$ cat src/rtl/cpu65xx_bus_bridge_if.sv
// Bus bundle between a 6502-style core, the bus bridge and the memory side.
// The master view belongs to the bridge. The slave view is the core plus memory environment.
interface cpu65xx_bus_bridge_if;
  logic        cpuEnable;
  logic [15:0] cpuAddress;
  logic [7:0]  cpuDataOut;
  logic        cpuNWrite;
  logic [7:0]  cpuDataIn;
  logic        memReq;
  logic        memWrite;
  logic [15:0] memAddress;
  logic [7:0]  memWData;
  logic [7:0]  memRData;
  logic        memAck;
  logic        busError;
  logic        busErrorClear;
  logic [15:0] stallCount;

  modport master (
    output cpuEnable, cpuDataIn, memReq, memWrite, memAddress, memWData, busError, stallCount,
    input  cpuAddress, cpuDataOut, cpuNWrite, memRData, memAck, busErrorClear
  );

  modport slave (
    input  cpuEnable, cpuDataIn, memReq, memWrite, memAddress, memWData, busError, stallCount,
    output cpuAddress, cpuDataOut, cpuNWrite, memRData, memAck, busErrorClear
  );
endinterface

$ cat src/rtl/cpu65xx_bus_bridge.sv
// Paces a 6502-style core and turns each CPU bus cycle into a req/ack memory transaction.
// It also enforces a minimum cycle length, a timeout with a sticky error flag, and a stall counter.
module cpu65xx_bus_bridge #(
  parameter int CYCLE_DIV = 4,
  parameter int TIMEOUT   = 64
) (
  input  logic                        clock,
  input  logic                        nReset,
  cpu65xx_bus_bridge_if.master        bus
);

  typedef enum logic [1:0] {ST_ISSUE, ST_WAIT, ST_HOLD, ST_STEP} state_e;

  localparam logic [7:0] DIV_LAST = 8'(CYCLE_DIV - 1);
  localparam logic [7:0] TO_LAST  = 8'(TIMEOUT - 1);

  state_e      state, state_nxt;
  logic [7:0]  div_cnt, div_nxt;
  logic [7:0]  to_cnt, to_nxt;
  logic        en_nxt, req_nxt, wr_nxt, err_nxt;
  logic [15:0] addr_nxt, stall_nxt;
  logic [7:0]  wd_nxt, din_nxt;
  logic        ack, expired, div_done;

  // An ack only counts while a request is outstanding.
  assign ack      = bus.memReq & bus.memAck;
  assign expired  = (to_cnt == TO_LAST);
  assign div_done = (div_cnt == DIV_LAST);

  // NOTE: memReq and the other outputs share the async reset, so an abandoned request drops at once.
  always_ff @(posedge clock or negedge nReset) begin
    if (!nReset) begin
      state          <= ST_ISSUE;
      div_cnt        <= '0;
      to_cnt         <= '0;
      bus.cpuEnable  <= 1'b0;
      bus.memReq     <= 1'b0;
      bus.memWrite   <= 1'b0;
      bus.memAddress <= '0;
      bus.memWData   <= '0;
      bus.cpuDataIn  <= '0;
      bus.busError   <= 1'b0;
      bus.stallCount <= '0;
    end else begin
      state          <= state_nxt;
      div_cnt        <= div_nxt;
      to_cnt         <= to_nxt;
      bus.cpuEnable  <= en_nxt;
      bus.memReq     <= req_nxt;
      bus.memWrite   <= wr_nxt;
      bus.memAddress <= addr_nxt;
      bus.memWData   <= wd_nxt;
      bus.cpuDataIn  <= din_nxt;
      bus.busError   <= err_nxt;
      bus.stallCount <= stall_nxt;
    end
  end

  always_comb begin
    state_nxt = state;
    case (state)
      ST_ISSUE: state_nxt = ST_WAIT;
      ST_WAIT:  if (ack || expired) state_nxt = ST_HOLD;
      ST_HOLD:  if (div_done) state_nxt = ST_STEP;
      ST_STEP:  state_nxt = ST_ISSUE;
      default:  state_nxt = ST_ISSUE;
    endcase
  end

  // NOTE: every output of this block gets a default first, so no path can infer a latch.
  always_comb begin
    en_nxt    = 1'b0;
    req_nxt   = bus.memReq;
    wr_nxt    = bus.memWrite;
    addr_nxt  = bus.memAddress;
    wd_nxt    = bus.memWData;
    din_nxt   = bus.cpuDataIn;
    err_nxt   = bus.busError & ~bus.busErrorClear;
    stall_nxt = bus.busErrorClear ? 16'd0 : bus.stallCount;
    to_nxt    = to_cnt;
    div_nxt   = div_done ? div_cnt : div_cnt + 8'd1;
    case (state)
      ST_ISSUE: begin
        addr_nxt = bus.cpuAddress;
        wd_nxt   = bus.cpuDataOut;
        wr_nxt   = ~bus.cpuNWrite;
        req_nxt  = 1'b1;
        to_nxt   = '0;
      end
      ST_WAIT: begin
        if (ack) begin
          req_nxt = 1'b0;
          if (!bus.memWrite) din_nxt = bus.memRData;
        end else if (expired) begin
          req_nxt = 1'b0;
          err_nxt = 1'b1;
          if (!bus.memWrite) din_nxt = 8'hFF;
        end else begin
          to_nxt = to_cnt + 8'd1;
          if (!bus.busErrorClear && bus.stallCount != 16'hFFFF)
            stall_nxt = bus.stallCount + 16'd1;
        end
      end
      ST_HOLD: begin
        // Clearing on entry makes STEP the zero count, so ISSUE through STEP spans CYCLE_DIV clocks.
        if (div_done) begin
          en_nxt  = 1'b1;
          div_nxt = '0;
        end
      end
      default: ;
    endcase
  end

endmodule
$ cat src/flat_wrapper.sv
// flat-port wrapper written by rule: the top's interface ports become plain ports
module cpu65xx_bus_bridge_flat 
#(
  parameter int CYCLE_DIV = 4,
  parameter int TIMEOUT   = 64
)
  (clock, nReset, bus_cpuEnable, bus_cpuDataIn, bus_memReq, bus_memWrite, bus_memAddress, bus_memWData, bus_busError, bus_stallCount, bus_cpuAddress, bus_cpuDataOut, bus_cpuNWrite, bus_memRData, bus_memAck, bus_busErrorClear);
  cpu65xx_bus_bridge_if bus_i ();
  input  logic clock;
  input  logic nReset;
  output wire logic [$bits(bus_i.cpuEnable)-1:0] bus_cpuEnable;
  output wire logic [$bits(bus_i.cpuDataIn)-1:0] bus_cpuDataIn;
  output wire logic [$bits(bus_i.memReq)-1:0] bus_memReq;
  output wire logic [$bits(bus_i.memWrite)-1:0] bus_memWrite;
  output wire logic [$bits(bus_i.memAddress)-1:0] bus_memAddress;
  output wire logic [$bits(bus_i.memWData)-1:0] bus_memWData;
  output wire logic [$bits(bus_i.busError)-1:0] bus_busError;
  output wire logic [$bits(bus_i.stallCount)-1:0] bus_stallCount;
  input wire logic [$bits(bus_i.cpuAddress)-1:0] bus_cpuAddress;
  input wire logic [$bits(bus_i.cpuDataOut)-1:0] bus_cpuDataOut;
  input wire logic [$bits(bus_i.cpuNWrite)-1:0] bus_cpuNWrite;
  input wire logic [$bits(bus_i.memRData)-1:0] bus_memRData;
  input wire logic [$bits(bus_i.memAck)-1:0] bus_memAck;
  input wire logic [$bits(bus_i.busErrorClear)-1:0] bus_busErrorClear;
  assign bus_cpuEnable = bus_i.cpuEnable;
  assign bus_cpuDataIn = bus_i.cpuDataIn;
  assign bus_memReq = bus_i.memReq;
  assign bus_memWrite = bus_i.memWrite;
  assign bus_memAddress = bus_i.memAddress;
  assign bus_memWData = bus_i.memWData;
  assign bus_busError = bus_i.busError;
  assign bus_stallCount = bus_i.stallCount;
  assign bus_i.cpuAddress = bus_cpuAddress;
  assign bus_i.cpuDataOut = bus_cpuDataOut;
  assign bus_i.cpuNWrite = bus_cpuNWrite;
  assign bus_i.memRData = bus_memRData;
  assign bus_i.memAck = bus_memAck;
  assign bus_i.busErrorClear = bus_busErrorClear;
  cpu65xx_bus_bridge #(.CYCLE_DIV(CYCLE_DIV), .TIMEOUT(TIMEOUT)) u_core (.clock(clock), .nReset(nReset), .bus(bus_i));
endmodule
$ cat config.mk
export PLATFORM = sky130hd
export DESIGN_NAME = cpu65xx_bus_bridge_flat
export DESIGN_NICKNAME = d
export VERILOG_FILES = /design/src/rtl/cpu65xx_bus_bridge_if.sv /design/src/rtl/cpu65xx_bus_bridge.sv /design/src/flat_wrapper.sv
export SDC_FILE = /design/constraint.sdc
export NUM_CORES = 1
export LEC_CHECK = 0
export BUFFER_PORTS_ARGS = -buffer_cell sky130_fd_sc_hd__buf_4
export CAP_MARGIN = 0
export CORE_ASPECT_RATIO = 0.7
export CORE_MARGIN = 2
export CORE_UTILIZATION = 57
export DETAILED_ROUTE_END_ITERATION = 10
export HOLD_SLACK_MARGIN = 0.02
export PLACE_DENSITY = 0.85
export SLEW_MARGIN = 10
export SYNTH_ARGS = -nofsm -noshare
export SYNTH_HDL_FRONTEND = slang
export SYNTH_SLANG_ARGS = --single-unit
$ cat constraint.sdc
create_clock -name clock -period 4.4 [get_ports clock]
set_input_delay 0.88 -clock clock [delete_from_list [all_inputs] [get_ports clock]]
set_output_delay 0.88 -clock clock [all_outputs]
set_load 0.05 [all_outputs]
==> results of run 1 <==
## per-stage QoR
step	utilization (%)	hold WS, ns	power (mW)	area [um^2]	std cells
final	74.6	0.490	3.03	4250	459
after global routing	74.6	0.522	3.18	4250	459
after CTS	74.6	0.493	3.05	4250	459
after detailed placement	70.8	0.485	2.48	4040	443
after global placement	70.8	0.460	2.42	4040	443
after floorplan	-	0.446	2.06	3340	292
## layer usage
| metal | GRT usage, % | up-vias | wire (um) |
|---|---|---|---|
| li1 | - | 1237 | - |
| met1 | 32.0 | 1297 | 3400 |
| met2 | 38.5 | 57 | 3970 |
| met3 | 5.40 | 9 | 287 |
| met4 | 9.46 | 0 | 87 |
| met5 | 0 | - | 0 |
## sequential cells by signal (all words and copies together) (netlist names)
register,cells
u_core.div_cnt,8
u_core.bus.memWrite,1
u_core.bus.busError,1
u_core.to_cnt,8
u_core.bus.memReq,1
u_core.bus.stallCount,16
u_core.bus.memAddress,16
u_core.bus.cpuEnable,1
u_core.bus.cpuDataIn,8
u_core.state,2
u_core.bus.memWData,8
## Yosys cell counts, types with 6 or more instances
| library cell | number | area share, % |
|---|---|---|
| sky130_fd_sc_hd__inv_1 | 6 | 0.67 |
| sky130_fd_sc_hd__o21ba_2 | 8 | 2.4 |
| sky130_fd_sc_hd__nand3_1 | 15 | 2.2 |
| sky130_fd_sc_hd__a21oi_1 | 13 | 1.9 |
| sky130_fd_sc_hd__nor2_1 | 18 | 2.0 |
| sky130_fd_sc_hd__nor2b_1 | 9 | 1.7 |
| sky130_fd_sc_hd__mux2_2 | 34 | 11 |
| sky130_fd_sc_hd__nand2_1 | 17 | 1.9 |
| sky130_fd_sc_hd__nand4_1 | 7 | 1.3 |
| sky130_fd_sc_hd__dfrtp_1 | 70 | 52 |
| sky130_fd_sc_hd__nor3_1 | 11 | 1.6 |
| sky130_fd_sc_hd__nor4_1 | 6 | 1.1 |
| sky130_fd_sc_hd__ha_1 | 7 | 2.6 |
## final cells by class
class                      instances  area (um^2)
clock buffer                      12          145
clock inverter                     4         70.1
fill                             381         1450
inverter                           6         22.5
multi-input combinational        202         1490
sequential                        70         1750
tap                               75         93.8
timing repair buffer              90          676
## path summary, 6_finish.rpt
check                             startpoint                   endpoint  cells after the start
max reg2reg                  u_core.state[1]  u_core.bus.stallCount[11]                      6
max in group asynchronous             nReset     u_core.bus.memWData[7]                      1
min reg2reg                u_core.div_cnt[7]          u_core.div_cnt[7]                      1
min                        u_core.div_cnt[7]          u_core.div_cnt[7]                      1
min in group asynchronous             nReset   u_core.bus.stallCount[0]                      1
max                          u_core.state[1]  u_core.bus.stallCount[11]                      6
## power breakdown
part / switching (mW) / leakage [nW] / internal, mW
Clock: 0.227 / 0.110 / 0.333
Sequential: 0.146 / 0.870 / 0.857
Combinational: 0.935 / 0.966 / 0.533
Total: 1.31 / 1.95 / 1.72
## critical path, delay by kind of cell, from the launching register on
kind,cells,cell delay [ns]
AOI/OAI and AO/OA,2,0.73
adders and majority gates,1,0.20
buffers and inverters,1,0.09
DFF,1,0.41
muxes,1,0.38
and+or+nand+nor,1,0.47
## kinds of logic (layout without fill, tap and decap cells)
kind of cell               count (synthesis)  count (layout)  synth area share [%]
DFF                                       70              70                  52.4
and+or+nand+nor                          107             107                  18.2
buffers and inverters                     20             112                  2.92
AOI/OAI and AO/OA                         42              42                  8.80
muxes                                     40              40                  13.5
xor gates and xnor gates                   6               6                  1.57
adders and majority gates                  7               7                  2.62
==> run summary, run 1 <==
A synthesized cell averages 11.4 um^2. The via count of the first global-routing pass was 2386. Setup slack on the critical path of the routed design comes to 2.01 ns. The run gives 40.6% as the worst slew margin relative to its limit.

For this block, the initial DRC count from the detailed router was 183. The routed length per instance was 16.9 um; the count of TritonRoute iterations in the first routing pass was 4. The via count is 2600, and the number of synthesized flops with an enable pin is 0. When the netlist entered floorplanning its net count stood at 336. The tools report the overall die area as 6500 um^2. The largest single stage delay on the critical path is 0.47 ns. The final-report setup violation count came out at 0.

For this design, the slowest cell found on the critical path is sky130_fd_sc_hd__nor4_1. The endpoint arrival time on the critical path was 2.61 ns. The library cell used most frequently in the layout, excluding fill and tap cells, is sky130_fd_sc_hd__buf_4. The register-to-register path setup slack was 2.01 ns; the clock tree skew after final layout was 0.00924 ns.

The area growth from synthesis to layout is 27.2%. For the number of buffers added to fix hold violations after cts, the log shows 0. The congestion estimate from routability-driven global placement came to 0.857. The critical path is of the reg2reg type. During I/O placement, the number of pins put on the boundary was 89. The pre-CTS worst setup slack came out at 1.80 ns. In the synthesized netlist the dominant register cell turns out to be sky130_fd_sc_hd__dfrtp_1. TritonCTS built the clock tree.

The share of flip-flops with an asynchronous set or reset is 100%, and the latest clock arrival within the worst-skew pair is 0.33 ns. Number of library cell types mapped by synthesis: 45. After clock tree synthesis, the clock-pin slew on the worst setup and hold paths is 0.07 ns.

Derived from the worst setup path, the maximum achievable clock frequency is 418 MHz. 0 antenna diodes ended up in the layout. Once the floorplan was initialized, standard cells occupied 58.7% of the core.

The count of final hold-check violations is 0. The tools report the remaining number of nets flagged by the antenna check after routing as 0. The sequential share of the synthesized area is 52.4%, and the worst vdd rail ir drop is 0.524 mV. The first global-routing pass estimated 11600 um of wire.

The die width works out to 95.5 um. Buffers added to address setup during post-CTS repair amount to 0. Summed over all layers, the global routing overflow is 0.

The tools report the largest net degree at the start of global routing as 71. During synthesis, Yosys emitted a total of 0 warnings. Synthesis produced 292 cells.

Row count: 23. The library cells used most frequently in the layout, excluding fill and tap cells, are sky130_fd_sc_hd__buf_4, sky130_fd_sc_hd__dfrtp_1, sky130_fd_sc_hd__mux2_2. In this run the worst path has a maximum fanout of 27. The final critical path takes up 54.4% of the cycle. The tools report the cell area after synthesis as 3340 um^2. Of the cells placed in the final design, the portion with a size suffix greater than 1 is 39.8%. STA classifies the critical path endpoint as a flop. STA puts the critical path data required time at 4.62 ns. Clock root buffer: sky130_fd_sc_hd__clkbuf_8. The die boundary height is 68.1 um. For the total of max-cap violations, the log shows 0. The sum of net half-perimeters after detailed placement is 5260 um, and the TritonCTS buffer count is 9.

The remaining routing DRC violations is 0. The run gives 0 as the total of cells resized after clock tree synthesis. Global routing consumed, over all layers together, 23.9% of the routing resources. The critical path goes through inv_1 -> ha_1 -> a21bo_2 -> a21o_1 -> nor4_1 -> mux2_2. The static leakage is 1.95 nW, and the number of buffers added on ports is 88.

The actual transition at the worst max-transition pin works out to 0.884 ns. The H-tree depth reported by CTS came out at 3. For the number of antenna violations at the first check in global routing, the log shows 0. Using the TritonRoute via totals, the vias-per-cell ratio works out to 5.66.

The run finished with clean final reports. Setup repair after global routing left no endpoint under its margin. The logs give 5700 um^2 for the core area and 423 for the layout net count. Counting every sink on the clock net gives 70. The max-slew violation total from the final report was 0. After routing, the total negative slack on setup checks comes to 0 ns. The clock period minus final worst setup slack came out at 2.39 ns. The worst setup path is launched from a flop. Register bit total from synthesis: 70. The clock passes through at most 2 buffers. The worst hold-check path type was reg2reg. The post-detailed-routing wire length is 7740 um, and the power density normalized to cell area is 713 nW/um^2.
No activity file was read; power rests on OpenSTA's default activity.
==> inputs of run 2 (changes only) <==
Settings changed: CORE_UTILIZATION 57 to 47, PLACE_DENSITY 0.85 to 0.75.
Clock period 4.4 ns to 2 ns, I/O delays scaled along.
==> run summary, run 2 (same netlist as run 1, synthesis figures left out) <==
The combinational power share came out at 50.4% (+2.0 points). The number of antenna violations at the first check in global routing is 0 (unchanged). The tools report the worst setup path startpoint as u_core.state[1].

TritonCTS built the clock tree. The internal portion of total power is 3.84 mW (+120%), and the area added between synthesis and finish is 37.8%. The I/O pin total came out at 89 (unchanged). The run finished with clean final reports.

The clock tree skew after final layout came out at 0.00628 ns (-0.00296 ns). The clock root buffer was sky130_fd_sc_hd__clkbuf_8. The share of layout cells above drive strength 1 is 49.9% (+10 points), and the total global-route track usage is 20.0% (-4.0 points). The tools report the TritonCTS buffer count as 9 (unchanged).

The TritonCTS sink count was 70 (unchanged). For the clock share of power, the log shows 17.2% (-1.3 points). The highest attainable clock frequency was 504 MHz (+21%); the latest clock arrival within the worst-skew pair was 0.35 ns (+0.02 ns). The final-report setup violation count was 0 (unchanged). The part of the cycle the worst path needs was 99.3% (+45 points); the layout net count was 440 (+4.0%). The clock period minus final worst setup slack came out at 1.99 ns (-0.408 ns). Leaving out fill and tap cells, the most frequent cells in the layout are sky130_fd_sc_hd__buf_4, sky130_fd_sc_hd__dfrtp_1, sky130_fd_sc_hd__mux2_2.

STA classifies the critical path startpoint as a flop. The max-slew violation total from the final report was 0 (unchanged); the worst slew margin relative to its limit was 49.5% (+8.8 points). The run gives 0 (unchanged) as the diode insertion count for antenna repair.

The actual transition at the worst max-transition pin works out to 0.756 ns (-0.128 ns). The remaining number of nets flagged by the antenna check after routing is 0 (unchanged), and the count of TritonRoute iterations in the first routing pass is 5 (+1). The critical path in this run is classified as reg2reg.

The largest registers in the layout are u_core.bus.memAddress (16), u_core.bus.stallCount (16). The run gives 0.823 (-3.9%) as the final estimated routing congestion in global placement. The critical-path maximum fanout was 7 (-74%); the number of inserted filler cells in the final layout was 498 (+31%).

The total of max-cap violations is 0 (unchanged), and the cell area after placement is 4210 um^2 (+4.4%). The tools report the static leakage as 2.02 nW (+4.0%). The startpoint of the tightest hold check path is bus_cpuNWrite. The run gives 37 (-48%) as the largest net degree at the start of global routing. The via count was 2679 (+3.0%); the CTS clock-pin slew for the worst setup and hold paths was 0.08 ns (about the same).

Worst vdd rail ir drop: 0.996 mV (+90%). The core area came out at 6820 um^2 (+20%). The via count of the first global-routing pass is 2449 (+2.6%), and the count of final hold-check violations is 0 (unchanged). The min-delay analysis places its worst path in the category in2reg. The number of buffers added on ports is 88 (unchanged). The run gives 3 (unchanged) as the H-tree depth reported by CTS.

The number of buffers on the longest clock path was 2 (unchanged). The critical register-to-register path startpoint was u_core.state[1]. The switching part of the total is 43.7% (+0.59 points). The row count is 25 (+8.7%). The power share of the sequential group was 32.4% (-0.7 points). The routed length per instance came out at 16.0 um (-4.9%). The total congestion overflow after global routing was 0 (unchanged); the post-route worst setup slack was 0.0149 ns (-1.99 ns). The power spent charging and discharging nets is 2.98 mW (+130%), and the remaining routing DRC violations is 0 (unchanged). The run gives 5330 um (+1.4%) as the sum of net half-perimeters after detailed placement.

The worst path required time is 2.24 ns (-2.38 ns). The logs give -0.0525 ns (-1.85 ns) for the pre-CTS worst setup slack and 12100 um (+4.7%) for the first-pass GRT wire length. The via density per instance is 5.41 (-4.5%), and the number of violations reported at the end of detailed-routing iteration 0 is 141 (-23%).

The post-detailed-routing wire length is 7930 um (+2.5%), and the die width is 105 um (+9.7%). The leading cell type in the layout, fill and taps excluded was sky130_fd_sc_hd__buf_4. The die boundary height was 74.6 um (+9.5%); the overall die area was 7810 um^2 (+20%). The starting density of the core was 49.0% (-9.6 points). Power density normalized to cell area: 1480 nW/um^2 (+110%). STA classifies the critical path endpoint as a flop. The tools report the endpoint arrival time on the critical path as 2.22 ns (-0.39 ns). For the summed area of non-filler cells in the final layout, the log shows 4600 um^2 (+8.3%).
run 2: through the flow:
stage / hold WS (ns) / std cells / total power [mW] / util [%] / setup TNS (ns)
2_1_floorplan: 0.104 / 292 / 4.54 / - / 0
3_3_place_gp: 0.393 / 474 / 5.45 / 61.8 / 0
3_5_place_dp: 0.396 / 474 / 5.54 / 61.8 / -0.0767
4_1_cts: 0.195 / 491 / 6.74 / 65.3 / -0.0365
5_1_grt: 0.191 / 495 / 7.16 / 67.5 / -0.0352
6_report: 0.210 / 495 / 6.83 / 67.5 / 0
run 2: worst paths after layout:
check	to	slack, ns	depth (start not counted)
min in group asynchronous	u_core.bus.stallCount[14]	0.54	2
max in group asynchronous	u_core.bus.stallCount[0]	0.90	3
setup reg to reg	u_core.bus.stallCount[9]	0.01	7
hold / removal	u_core.bus.memWrite	0.21	2
setup / recovery	u_core.bus.stallCount[9]	0.01	7
hold reg to reg	u_core.div_cnt[7]	0.47	1
run 2: metal layers:
metal,vias to the layer above,routed length (um),GRT usage (%)
met5,-,0,0
met4,0,106,7.11
met3,11,504,6.40
met2,93,3880,31.3
met1,1309,3450,26.6
li1,1266,-,-
run 2: final cells by class:
class	instances	area [um^2]	area share [%]
multi-input combinational	202	1620	35.1
clock inverter	6	70.1	1.52
tap	94	118	2.55
clock buffer	10	138	2.99
inverter	6	22.5	0.489
sequential	70	1770	38.4
timing repair buffer	107	870	18.9
run 2: power groups by stage:
stage               logic [mW]  registers, mW  clock network [mW]
floorplan                 1.14           3.40                   0
global placement          3.26           2.20                   0
detailed placement        3.31           2.22                   0
CTS                       3.33           2.20                1.21
global route              3.64           2.26                1.26
finish                    3.44           2.21                1.17
run 2: critical path, cell delays in order (launching register included):
cell and delay (ns):
sky130_fd_sc_hd__dfrtp_1 0.41, sky130_fd_sc_hd__inv_2 0.09, sky130_fd_sc_hd__ha_4 0.13, sky130_fd_sc_hd__a21bo_4 0.22, sky130_fd_sc_hd__a21o_4 0.21, sky130_fd_sc_hd__buf_12 0.15, sky130_fd_sc_hd__nor4_4 0.30, sky130_fd_sc_hd__mux2_4 0.34
run 2: repair_timing:
item | in CTS | in global routing
setup endpoints to repair | 4 | 15
hold buffers | 1 | 0
setup buffers | 0 | 2
cloned | 0 | 2
pin swaps | 0 | 1
resized for setup | 4 | 15
endpoints found under the hold margin | 34 | 0
==> inputs of run 3 (changes only) <==
Settings changed: CORE_UTILIZATION 47 to 45, PLACE_DENSITY 0.75 to 0.73.
==> run summary, run 3 (same netlist as run 1, synthesis figures left out) <==
The run gives 114 (-19%) as the number of violations reported at the end of detailed-routing iteration 0. The I/O pin total came out at 89 (unchanged). The diode insertion count for antenna repair was 0 (unchanged); the core area was 7250 um^2 (+6.4%). met2 is the most crowded layer.

STA classifies the critical path startpoint as a flop. For the overall die area, the log shows 8140 um^2 (+4.2%). The latest clock arrival within the worst-skew pair was 0.35 ns (about the same); the number of buffers added on ports was 88 (unchanged). The leading cell type in the layout, fill and taps excluded was sky130_fd_sc_hd__buf_4.

The register-to-register path setup slack is 0.06 ns (+0.05 ns). The run finished with clean final reports. Total of max-cap violations: 0 (unchanged). Endpoint of the worst register-to-register path: u_core.bus.stallCount[10]. The power density normalized to cell area came out at 1460 nW/um^2 (-1.8%). The run gives 3 (unchanged) as the H-tree depth reported by CTS. The max-slew violation total from the final report came out at 0 (unchanged). Compared with the post-synthesis result, the final layout area differs by 36.5%. The actual transition at the worst max-transition pin is 0.732 ns (-0.0243 ns).

The total global-route track usage was 19.7% (-0.27 points); the highest attainable clock frequency was 516 MHz (+2.5%). Setup repair after global routing left no endpoint under its margin. The number of buffers on the longest clock path was 2 (unchanged).

The starting density of the core was 46.1% (-2.9 points). For the summed area of non-filler cells in the final layout, the log shows 4560 um^2 (-0.95%). The largest registers in the layout are u_core.bus.memAddress (16), u_core.bus.stallCount (16).

Leaving out fill and tap cells, the most frequent cells in the layout are sky130_fd_sc_hd__buf_4, sky130_fd_sc_hd__dfrtp_1, sky130_fd_sc_hd__mux2_2. The run gives 1.10 mV (+11%) as the worst vdd rail ir drop. For the post-route worst setup slack, the log shows 0.0631 ns (+0.0481 ns).

The critical path is of the reg2reg type. For the met1 layer usage reported by global route, the log shows 26.8% (+0.20 points). The startpoint identified for the worst register-to-register timing path is u_core.state[1].

The via density per instance works out to 5.35 (-1.2%). The count of final hold-check violations was 0 (unchanged). TritonCTS built the clock tree. The worst setup path is captured at a flop. The critical-path maximum fanout was 12 (+5); the part of the cycle the worst path needs was 96.8% (-2.4 points). Timing endpoint of the critical path: u_core.bus.stallCount[10]. The logs give 0 (unchanged) for the total congestion overflow after global routing and 9 (unchanged) for the TritonCTS buffer count. The final estimated routing congestion in global placement was 0.816 (-0.91%); the post-detailed-routing wire length was 7570 um (-4.6%). The met3 track demand over resource was 8.90% (+2.5 points); the row count was 26 (+4.0%). The die boundary height is 76.1 um (+2.1%), and the number of cell instances on the worst register-to-register path is 7 (unchanged).

The worst slew margin relative to its limit came out at 51.2% (+1.8 points). The number of antenna violations at the first check in global routing was 0 (unchanged). The remaining routing DRC violations was 0 (unchanged); the endpoint arrival time on the critical path was 2.20 ns (-0.02 ns). The tools report the count of TritonRoute iterations in the first routing pass as 4 (-1). The routed length per instance came out at 15.2 um (-5.0%). The die width was 107 um (+2.1%).

The tightest min-delay check is of the in2reg type. In this run the clock root is driven by a sky130_fd_sc_hd__clkbuf_8. The run gives 4220 um^2 (+0.12%) as the cell area after placement.

CTS clock-pin slew for the worst setup and hold paths: 0.08 ns (about the same). The worst path required time is 2.27 ns (+0.03 ns), and the final-report setup violation count is 0 (unchanged). The logs give 0 (unchanged) for the remaining number of nets flagged by the antenna check after routing and 12600 um (+4.1%) for the first-pass GRT wire length. The worst setup path startpoint is u_core.state[1]. The largest net degree at the start of global routing was 51 (+38%); the pre-CTS worst setup slack was -0.0256 ns (+0.0270 ns). The clock period minus final worst setup slack came out at 1.94 ns (-0.0481 ns).

The tools report the layout net count as 439 (-0.23%). The share of layout cells above drive strength 1 was 50.1% (+0.25 points). The sum of net half-perimeters after detailed placement is 5190 um (-2.6%), and the routing usage on met2 is 28.3% (-3.0 points). The run gives 1.99 nW (-1.4%) as the static leakage.

The via count is 2658 (-0.78%), and the clock tree skew after final layout is 0.0127 ns (+0.00641 ns). TritonCTS sink count: 70 (unchanged). Via count of the first global-routing pass: 2621 (+7.0%).
-- run 3: worst min path at each step --
stage	endpoint	start	cells past startpoint	slack, ns
2_1_floorplan	u_core.bus.busError	nReset	0	0.10
3_3_place_gp	u_core.bus.stallCount[12]	nReset	1	0.32
5_1_grt	u_core.bus.memWrite	bus_cpuNWrite	2	0.21
3_5_place_dp	u_core.bus.stallCount[12]	nReset	1	0.32
6_report	u_core.bus.memWrite	bus_cpuNWrite	2	0.23
4_1_cts	u_core.bus.memWrite	bus_cpuNWrite	2	0.21
-- run 3: final cells by class --
class | count | area [um^2]
fill | 575 | 2690
sequential | 70 | 1770
multi-input combinational | 202 | 1630
timing repair buffer | 106 | 841
clock buffer | 9 | 124
tap | 98 | 123
clock inverter | 6 | 48.8
inverter | 6 | 22.5
-- run 3: stage by stage --
step                      cells  util (%)  power (mW)  hold WS [ns]  TNS [ns]
final                       497      62.9        6.64         0.227         0
after global routing        497      62.9        7.02         0.206         0
after CTS                   494      61.0        6.60         0.209  -0.00964
after detailed placement    478      58.1        5.56         0.321   -0.0637
after global placement      478      58.1        5.47         0.316         0
after floorplan             292         -        4.54         0.104         0
-- run 3: per-layer routing --
metal,part of all wire (%),vias to the layer above
met4,1.0,0
met1,45,1286
met5,0,-
met2,44,94
met3,9.4,11
li1,-,1267
-- run 3: what timing repair did --
item | 4_1_cts | 5_1_grt
gates resized for setup | 4 | 19
setup buffers | 0 | 2
hold buffers | 1 | 0
endpoints found under the setup margin | 4 | 17
gates cloned | 0 | 1
pin swaps | 0 | 5
hold endpoints to repair | 20 | 0
-- run 3: critical path: stages (launching register included) --
cell,delay [ns]
sky130_fd_sc_hd__dfrtp_1,0.39
sky130_fd_sc_hd__inv_2,0.08
sky130_fd_sc_hd__ha_4,0.12
sky130_fd_sc_hd__a21bo_4,0.24
sky130_fd_sc_hd__a21o_4,0.22
sky130_fd_sc_hd__buf_12,0.16
sky130_fd_sc_hd__or4_1,0.50
sky130_fd_sc_hd__a21oi_1,0.16
-- run 3: report_power, final --
part           internal [mW]  total (mW)  switching [mW]
Sequential              1.89        2.20           0.313
Combinational           1.32        3.42            2.10
Clock                  0.451        1.02           0.567
